## src/rtl/prog_loader_pkg.sv

```systemverilog
// Shared definitions for the program loader: word/address widths, loader states and the
// default frame sync byte. Also used by the processor side and by frame generators.
package prog_loader_pkg;

  localparam int unsigned WORD_W = 16;
  localparam int unsigned ADDR_W = 16;

  localparam logic [7:0] SYNC_BYTE_DEF = 8'hA5;

  typedef logic [WORD_W-1:0] word_t;
  typedef logic [ADDR_W-1:0] addr_t;

  typedef enum logic [3:0] {
    S_SYNC = 4'd0,
    S_AHI  = 4'd1,
    S_ALO  = 4'd2,
    S_CHI  = 4'd3,
    S_CLO  = 4'd4,
    S_DHI  = 4'd5,
    S_DLO  = 4'd6,
    S_CK   = 4'd7,
    S_DONE = 4'd8,
    S_ERR  = 4'd9
  } state_e;

endpackage

```

## src/rtl/prog_loader_cksum.sv

```systemverilog
// 8-bit XOR accumulator over frame bytes, with synchronous clear and enable.
// Only built when PROG_LOADER_CKSUM_EN is defined.
`ifdef PROG_LOADER_CKSUM_EN
module prog_loader_cksum (
  input  logic       clk,
  input  logic       reset,
  input  logic       clr,
  input  logic       en,
  input  logic [7:0] data,
  output logic [7:0] acc
);

  logic [7:0] acc_q;

  always_ff @(posedge clk or negedge reset) begin
    if (!reset) begin
      acc_q <= 8'h00;
    end else if (clr) begin
      acc_q <= 8'h00;
    end else if (en) begin
      acc_q <= acc_q ^ data;
    end
  end

  assign acc = acc_q;

endmodule
`endif

```

## src/rtl/prog_loader.sv

```systemverilog
// Byte-serial program loader: parses SYNC/ADDR/COUNT/data frames into 16-bit memory writes
// and holds the processor in reset while loading. Checksum byte enabled by PROG_LOADER_CKSUM_EN.
module prog_loader
  import prog_loader_pkg::*;
#(
  parameter logic [7:0] SYNC_BYTE  = SYNC_BYTE_DEF,
  parameter bit         START_HELD = 1'b1
) (
  input  logic                clk,
  input  logic                reset,
  input  logic [7:0]          in_data,
  input  logic                in_valid,
  output logic                in_ready,
  output logic                mem_we,
  output logic [ADDR_W-1:0]   mem_addr,
  output logic [WORD_W-1:0]   mem_data,
  output logic                cpu_hold,
  output logic                done,
  output logic                err
);

`ifdef PROG_LOADER_CKSUM_EN
  localparam state_e EndSt = S_CK;
`else
  localparam state_e EndSt = S_DONE;
`endif

  state_e     state_q, state_d;
  addr_t      addr_q, addr_d;
  logic [15:0] cnt_q, cnt_d;
  logic [7:0] hi_q, hi_d;
  logic       we_q, we_d;
  addr_t      maddr_q, maddr_d;
  word_t      mdata_q, mdata_d;
  logic       done_q, done_d;
  logic       hold_q, hold_d;
  logic       acc;

  // Nothing stalls the stream; only reset blocks acceptance.
  assign in_ready = reset;
  assign acc      = in_valid && in_ready;

`ifdef PROG_LOADER_CKSUM_EN
  logic       err_q, err_d;
  logic       ck_clr, ck_en;
  logic [7:0] ck_acc;

  prog_loader_cksum u_cksum (
    .clk   (clk),
    .reset (reset),
    .clr   (ck_clr),
    .en    (ck_en),
    .data  (in_data),
    .acc   (ck_acc)
  );
`endif

  always_comb begin
    state_d = state_q;
    addr_d  = addr_q;
    cnt_d   = cnt_q;
    hi_d    = hi_q;
    we_d    = 1'b0;
    maddr_d = maddr_q;
    mdata_d = mdata_q;
    done_d  = done_q;
    hold_d  = hold_q;
`ifdef PROG_LOADER_CKSUM_EN
    err_d   = err_q;
    ck_clr  = 1'b0;
    ck_en   = 1'b0;
`endif
    case (state_q)
      S_SYNC, S_DONE, S_ERR: begin
        // done/hold follow S_DONE one cycle late so the last write lands before release.
        if (state_q == S_DONE) begin
          done_d = 1'b1;
          hold_d = 1'b0;
        end
        if (acc && in_data == SYNC_BYTE) begin
          state_d = S_AHI;
          hold_d  = 1'b1;
          done_d  = 1'b0;
`ifdef PROG_LOADER_CKSUM_EN
          err_d   = 1'b0;
          ck_clr  = 1'b1;
`endif
        end
      end
      S_AHI: if (acc) begin
        addr_d[15:8] = in_data;
        state_d      = S_ALO;
      end
      S_ALO: if (acc) begin
        addr_d[7:0] = in_data;
        state_d     = S_CHI;
      end
      S_CHI: if (acc) begin
        cnt_d[15:8] = in_data;
        state_d     = S_CLO;
      end
      S_CLO: if (acc) begin
        cnt_d   = {cnt_q[15:8], in_data};
        state_d = ({cnt_q[15:8], in_data} == 16'd0) ? EndSt : S_DHI;
      end
      S_DHI: if (acc) begin
        hi_d    = in_data;
        state_d = S_DLO;
      end
      S_DLO: if (acc) begin
        we_d    = 1'b1;
        maddr_d = addr_q;
        mdata_d = {hi_q, in_data};
        addr_d  = addr_q + 16'd1;
        cnt_d   = cnt_q - 16'd1;
        state_d = (cnt_q == 16'd1) ? EndSt : S_DHI;
      end
`ifdef PROG_LOADER_CKSUM_EN
      S_CK: if (acc) begin
        if (in_data == ck_acc) begin
          state_d = S_DONE;
        end else begin
          state_d = S_ERR;
          err_d   = 1'b1;
        end
      end
`endif
      default: state_d = S_SYNC;
    endcase
`ifdef PROG_LOADER_CKSUM_EN
    if (acc && state_q inside {S_AHI, S_ALO, S_CHI, S_CLO, S_DHI, S_DLO}) begin
      ck_en = 1'b1;
    end
`endif
  end

  always_ff @(posedge clk or negedge reset) begin
    if (!reset) begin
      state_q <= S_SYNC;
      addr_q  <= '0;
      cnt_q   <= '0;
      hi_q    <= '0;
      we_q    <= 1'b0;
      maddr_q <= '0;
      mdata_q <= '0;
      done_q  <= 1'b0;
      hold_q  <= START_HELD;
    end else begin
      state_q <= state_d;
      addr_q  <= addr_d;
      cnt_q   <= cnt_d;
      hi_q    <= hi_d;
      we_q    <= we_d;
      maddr_q <= maddr_d;
      mdata_q <= mdata_d;
      done_q  <= done_d;
      hold_q  <= hold_d;
    end
  end

`ifdef PROG_LOADER_CKSUM_EN
  always_ff @(posedge clk or negedge reset) begin
    if (!reset) begin
      err_q <= 1'b0;
    end else begin
      err_q <= err_d;
    end
  end
  assign err = err_q;
`else
  assign err = 1'b0;
`endif

  assign mem_we   = we_q;
  assign mem_addr = maddr_q;
  assign mem_data = mdata_q;
  assign cpu_hold = hold_q;
  assign done     = done_q;

endmodule

```

## config.mk

```make
export PLATFORM = sky130hd
export DESIGN_NAME = prog_loader
export DESIGN_NICKNAME = d
export VERILOG_FILES = /design/src/rtl/prog_loader_pkg.sv /design/src/rtl/prog_loader_cksum.sv /design/src/rtl/prog_loader.sv
export SDC_FILE = /design/constraint.sdc
export NUM_CORES = 1
export LEC_CHECK = 0
export ABC_AREA = 1
export CELL_PAD_IN_SITES_DETAIL_PLACEMENT = 0
export CELL_PAD_IN_SITES_GLOBAL_PLACEMENT = 2
export CORE_MARGIN = 4
export CORE_UTILIZATION = 35
export DETAILED_ROUTE_END_ITERATION = 10
export PLACE_DENSITY_LB_ADDON = 0.3
export SLEW_MARGIN = 40
export SYNTH_ARGS = -nofsm -noshare
export SYNTH_HDL_FRONTEND = slang
export SYNTH_HIERARCHICAL = 1
export SYNTH_SLANG_ARGS = --single-unit
```

## constraint.sdc

```tcl
create_clock -name clk -period 2.48 [get_ports clk]
set_input_delay 0.372 -clock clk [delete_from_list [all_inputs] [get_ports clk]]
set_output_delay 0.372 -clock clk [all_outputs]
set_load 0.02 [all_outputs]
```

==> flow_summary.json <==
{
  "crit_chain": "nand2_1 -> nor2_4 -> nand2_4 -> nand2_2 -> inv_1 -> a21oi_1 -> o21ai_1",
  "cpMaxStageDelayCell": "dfrtp_1",
  "hpwl_mm": 8.24,
  "io_pins": 48,
  "post-route-period-util": 0.809,
  "max_clock_freq_ghz": 0.498,
  "power.density_mw_per_mm2": 1110,
  "yosysUniqueCellTypes": 31,
  "muxShareOfSynthArea": 0,
  "fin_skew_ps": 8.71,
  "synth_edf_count": 0,
  "die-area_mm2": 0.0136,
  "leakagePower_uw": 0.00238,
  "clock_power_share": 0.230,
  "critical_path_class": "flop to flop",
  "dp_cells": 741,
  "synth_top_family_by_area": "simple AND/OR/NAND/NOR gates",
  "coreArea_mm2": 0.0115,
  "outcome": "finished, final reports clean",
  "min_period_ps": 2010,
  "firstDrtPassIters": 4,
  "antenna_found_initial": 0,
  "finalSetupViolCount": 0,
  "max_cap_viol_count": 0,
  "peakVddDrop_mv": 0.548,
  "path_clk_slew_ps": 70,
  "clock_latency_ps": 340,
  "tightest_slew_ps": 575,
  "cts_sinks": 79,
  "grt_pass1_vias": 3575,
  "path_max_fanout": 33,
  "nets": 623,
  "port_buffers": 46,
  "synth_xor_area_frac": 0.00423,
  "antennaDiodeCount": 0,
  "cts_tree": "built",
  "synth_fa_ha_area_frac": 0.00907,
  "chipHeight_um": 117,
  "synth_top_area_share": 0.472,
  "ys_seq_area_frac": 0.478,
  "post_synth_and_or_nand_nor_area_fraction": 0.314,
  "cp.required_ps": 2710,
  "power_frac_seq": 0.396,
  "switching_share": 0.406,
  "drc_errors": 0,
  "synthTopCellsByArea": "dfrtp_1 47%, nand2_1 17%, o21ai_0 6.2%",
  "antenna_left": 0,
  "overflow": 0,
  "whs_ps": 147,
  "postSynthCellCount": 564,
  "rows": 39,
  "cts_hold_buf": 0,
  "yosys_warnings": 6,
  "h-tree-depth": 3,
  "netlist_top_cells_count": "191 x nand2_1, 78 x dfrtp_1, 65 x nor2_1, 54 x inv_1, 51 x o21ai_0",
  "slew_viol_final": 0,
  "syn_to_final_growth_pct": 20.7,
  "grt_usage": 0.180,
  "finalWirelength_mm": 11.4,
  "rsz0062_at_grt": "false",
  "synth.avg_cell_area_um2": 7.33,
  "synth_compound_area_frac": 0.116,
  "worstHoldPathType": "input port to asynchronous set/reset pin",
  "relSlewSlack": 0.616,
  "ys_seq_elements": 79,
  "arrival_ps": 2240,
  "synth_area_mm2": 0.00414,
  "synth_area_leader_cell": "dfrtp_1",
  "dieWidth_um": 117,
  "final_cells": 757,
  "gp_congestion": 0.829,
  "critical-path-max-stage-delay_ps": 520,
  "synth_flop_cell": "dfrtp_1",
  "drive_gt1_frac": 0.0554,
  "initial_core_util": 0.359,
  "cts_setup_buffers": 0,
  "ctsResizeCount": 0,
  "synth_fp_nets": 578,
  "ys_async_sr_fraction": 1.00,
  "ctsRootBufferMaster": "clkbuf_16",
  "grt_max_degree": 43,
  "internal-power_uw": 3280,
  "avgViaCountPerCell": 4.93,
  "yosys.cell_count.top_type": "nand2_1",
  "cts.path.max_buffers": 2,
  "cts_made_buffers": 9,
  "combPwrFrac": 0.373,
  "worstSetupEndpointType": "flop",
  "p_switching_uw": 2240,
  "first_iter_violations": 263,
  "dr_total_vias": 3730,
  "report.final.hold_viol_count": 0,
  "start_kind": "flop",
  "wire_per_inst_um": 15.0,
  "fin_setup_tns_ps": 0,
  "grt_pass1_wl_mm": 18.7
}
==> per-stage QoR <==
stage	power [uW]	setup slack, ps	cell area [um2]	util
2_1_floorplan	3500	1100	4140	-
3_3_place_gp	4270	383	4710	0.409
3_5_place_dp	4280	335	4710	0.409
4_1_cts	5600	471	4990	0.434
5_1_grt	5990	288	4990	0.434
6_report	5530	473	4990	0.434
==> cells in the final DEF, fill, tap and decap left out, drive strengths merged <==
master           n
a21boi           1
a21oi           26
a22o             1
a22oi            2
a31oi            3
and2             1
buf              7
clkbuf          11
clkdlybuf4s50   45
clkinv           2
clkinvlp         2
conb             1
dfrtp           78
dfstp            1
ha               3
inv             57
nand2          196
nand3           33
nand3b           2
nand4           11
nor2            67
nor3             3
o21a             1
o21ai           57
o22ai            1
xor2             2
==> power by group through the flow <==
stage	Clock (uW)	Combinational, uW	Sequential (uW)
finish	1270	2060	2190
floorplan	0	1190	2310
global placement	0	2060	2210
detailed placement	0	2070	2210
global route	1390	2330	2270
CTS	1320	2080	2190
==> registers in the layout, summed over array words and instances, names as in the netlist <==
name      flops
addr_q       16
hi_q          8
cnt_q        16
mem_addr     16
mem_data     16
cpu_hold      1
done          1
mem_we        1
state_q       4
==> path summary, 6_finish.rpt <==
kind	startpoint	end	cells past startpoint	slack, ps
min in group clk	hi_q[5]	mem_data[13]	2	470
max	state_q[2]	addr_q[11]	7	470
max reg2reg	state_q[2]	addr_q[11]	7	470
min	reset	addr_q[4]	2	150
min reg2reg	hi_q[5]	mem_data[13]	2	470
max in group asynchronous	reset	cnt_q[11]	2	1920
==> cell families after synthesis <==
| family | Yosys count |
|---|---|
| and+or+nand+nor | 313 |
| other | 1 |
| xor gates and xnor gates | 2 |
| DFF | 79 |
| AOI/OAI and AO/OA | 92 |
| adders and majority gates | 3 |
| buffers and inverters | 74 |
==> metal layers <==
| metal | routed length [um] | global-route usage |
|---|---|---|
| met4 | 63 | 0.0420 |
| met5 | 0 | 0 |
| met1 | 5430 | 0.241 |
| met3 | 389 | 0.0487 |
| met2 | 5490 | 0.292 |
==> critical path: cells and delay by family (launching register included) <==
kind	cells	cell delay [ps]
flip-flops	1	520
buffers and inverters	1	120
AO/OA/AOI/OAI	2	200
AND/OR/NAND/NOR	4	1050
==> cell type report <==
cell class                      count  area (um2)
Tap cell                          143         179
Timing Repair Buffer               52         503
Fill cell                        1215        6520
Inverter                           56         210
Sequential cell                    79        1980
Clock inverter                      5        41.3
Multi-Input combinational cell    411        1840
Clock buffer                       11         243
(Power assumes the default switching activity.)
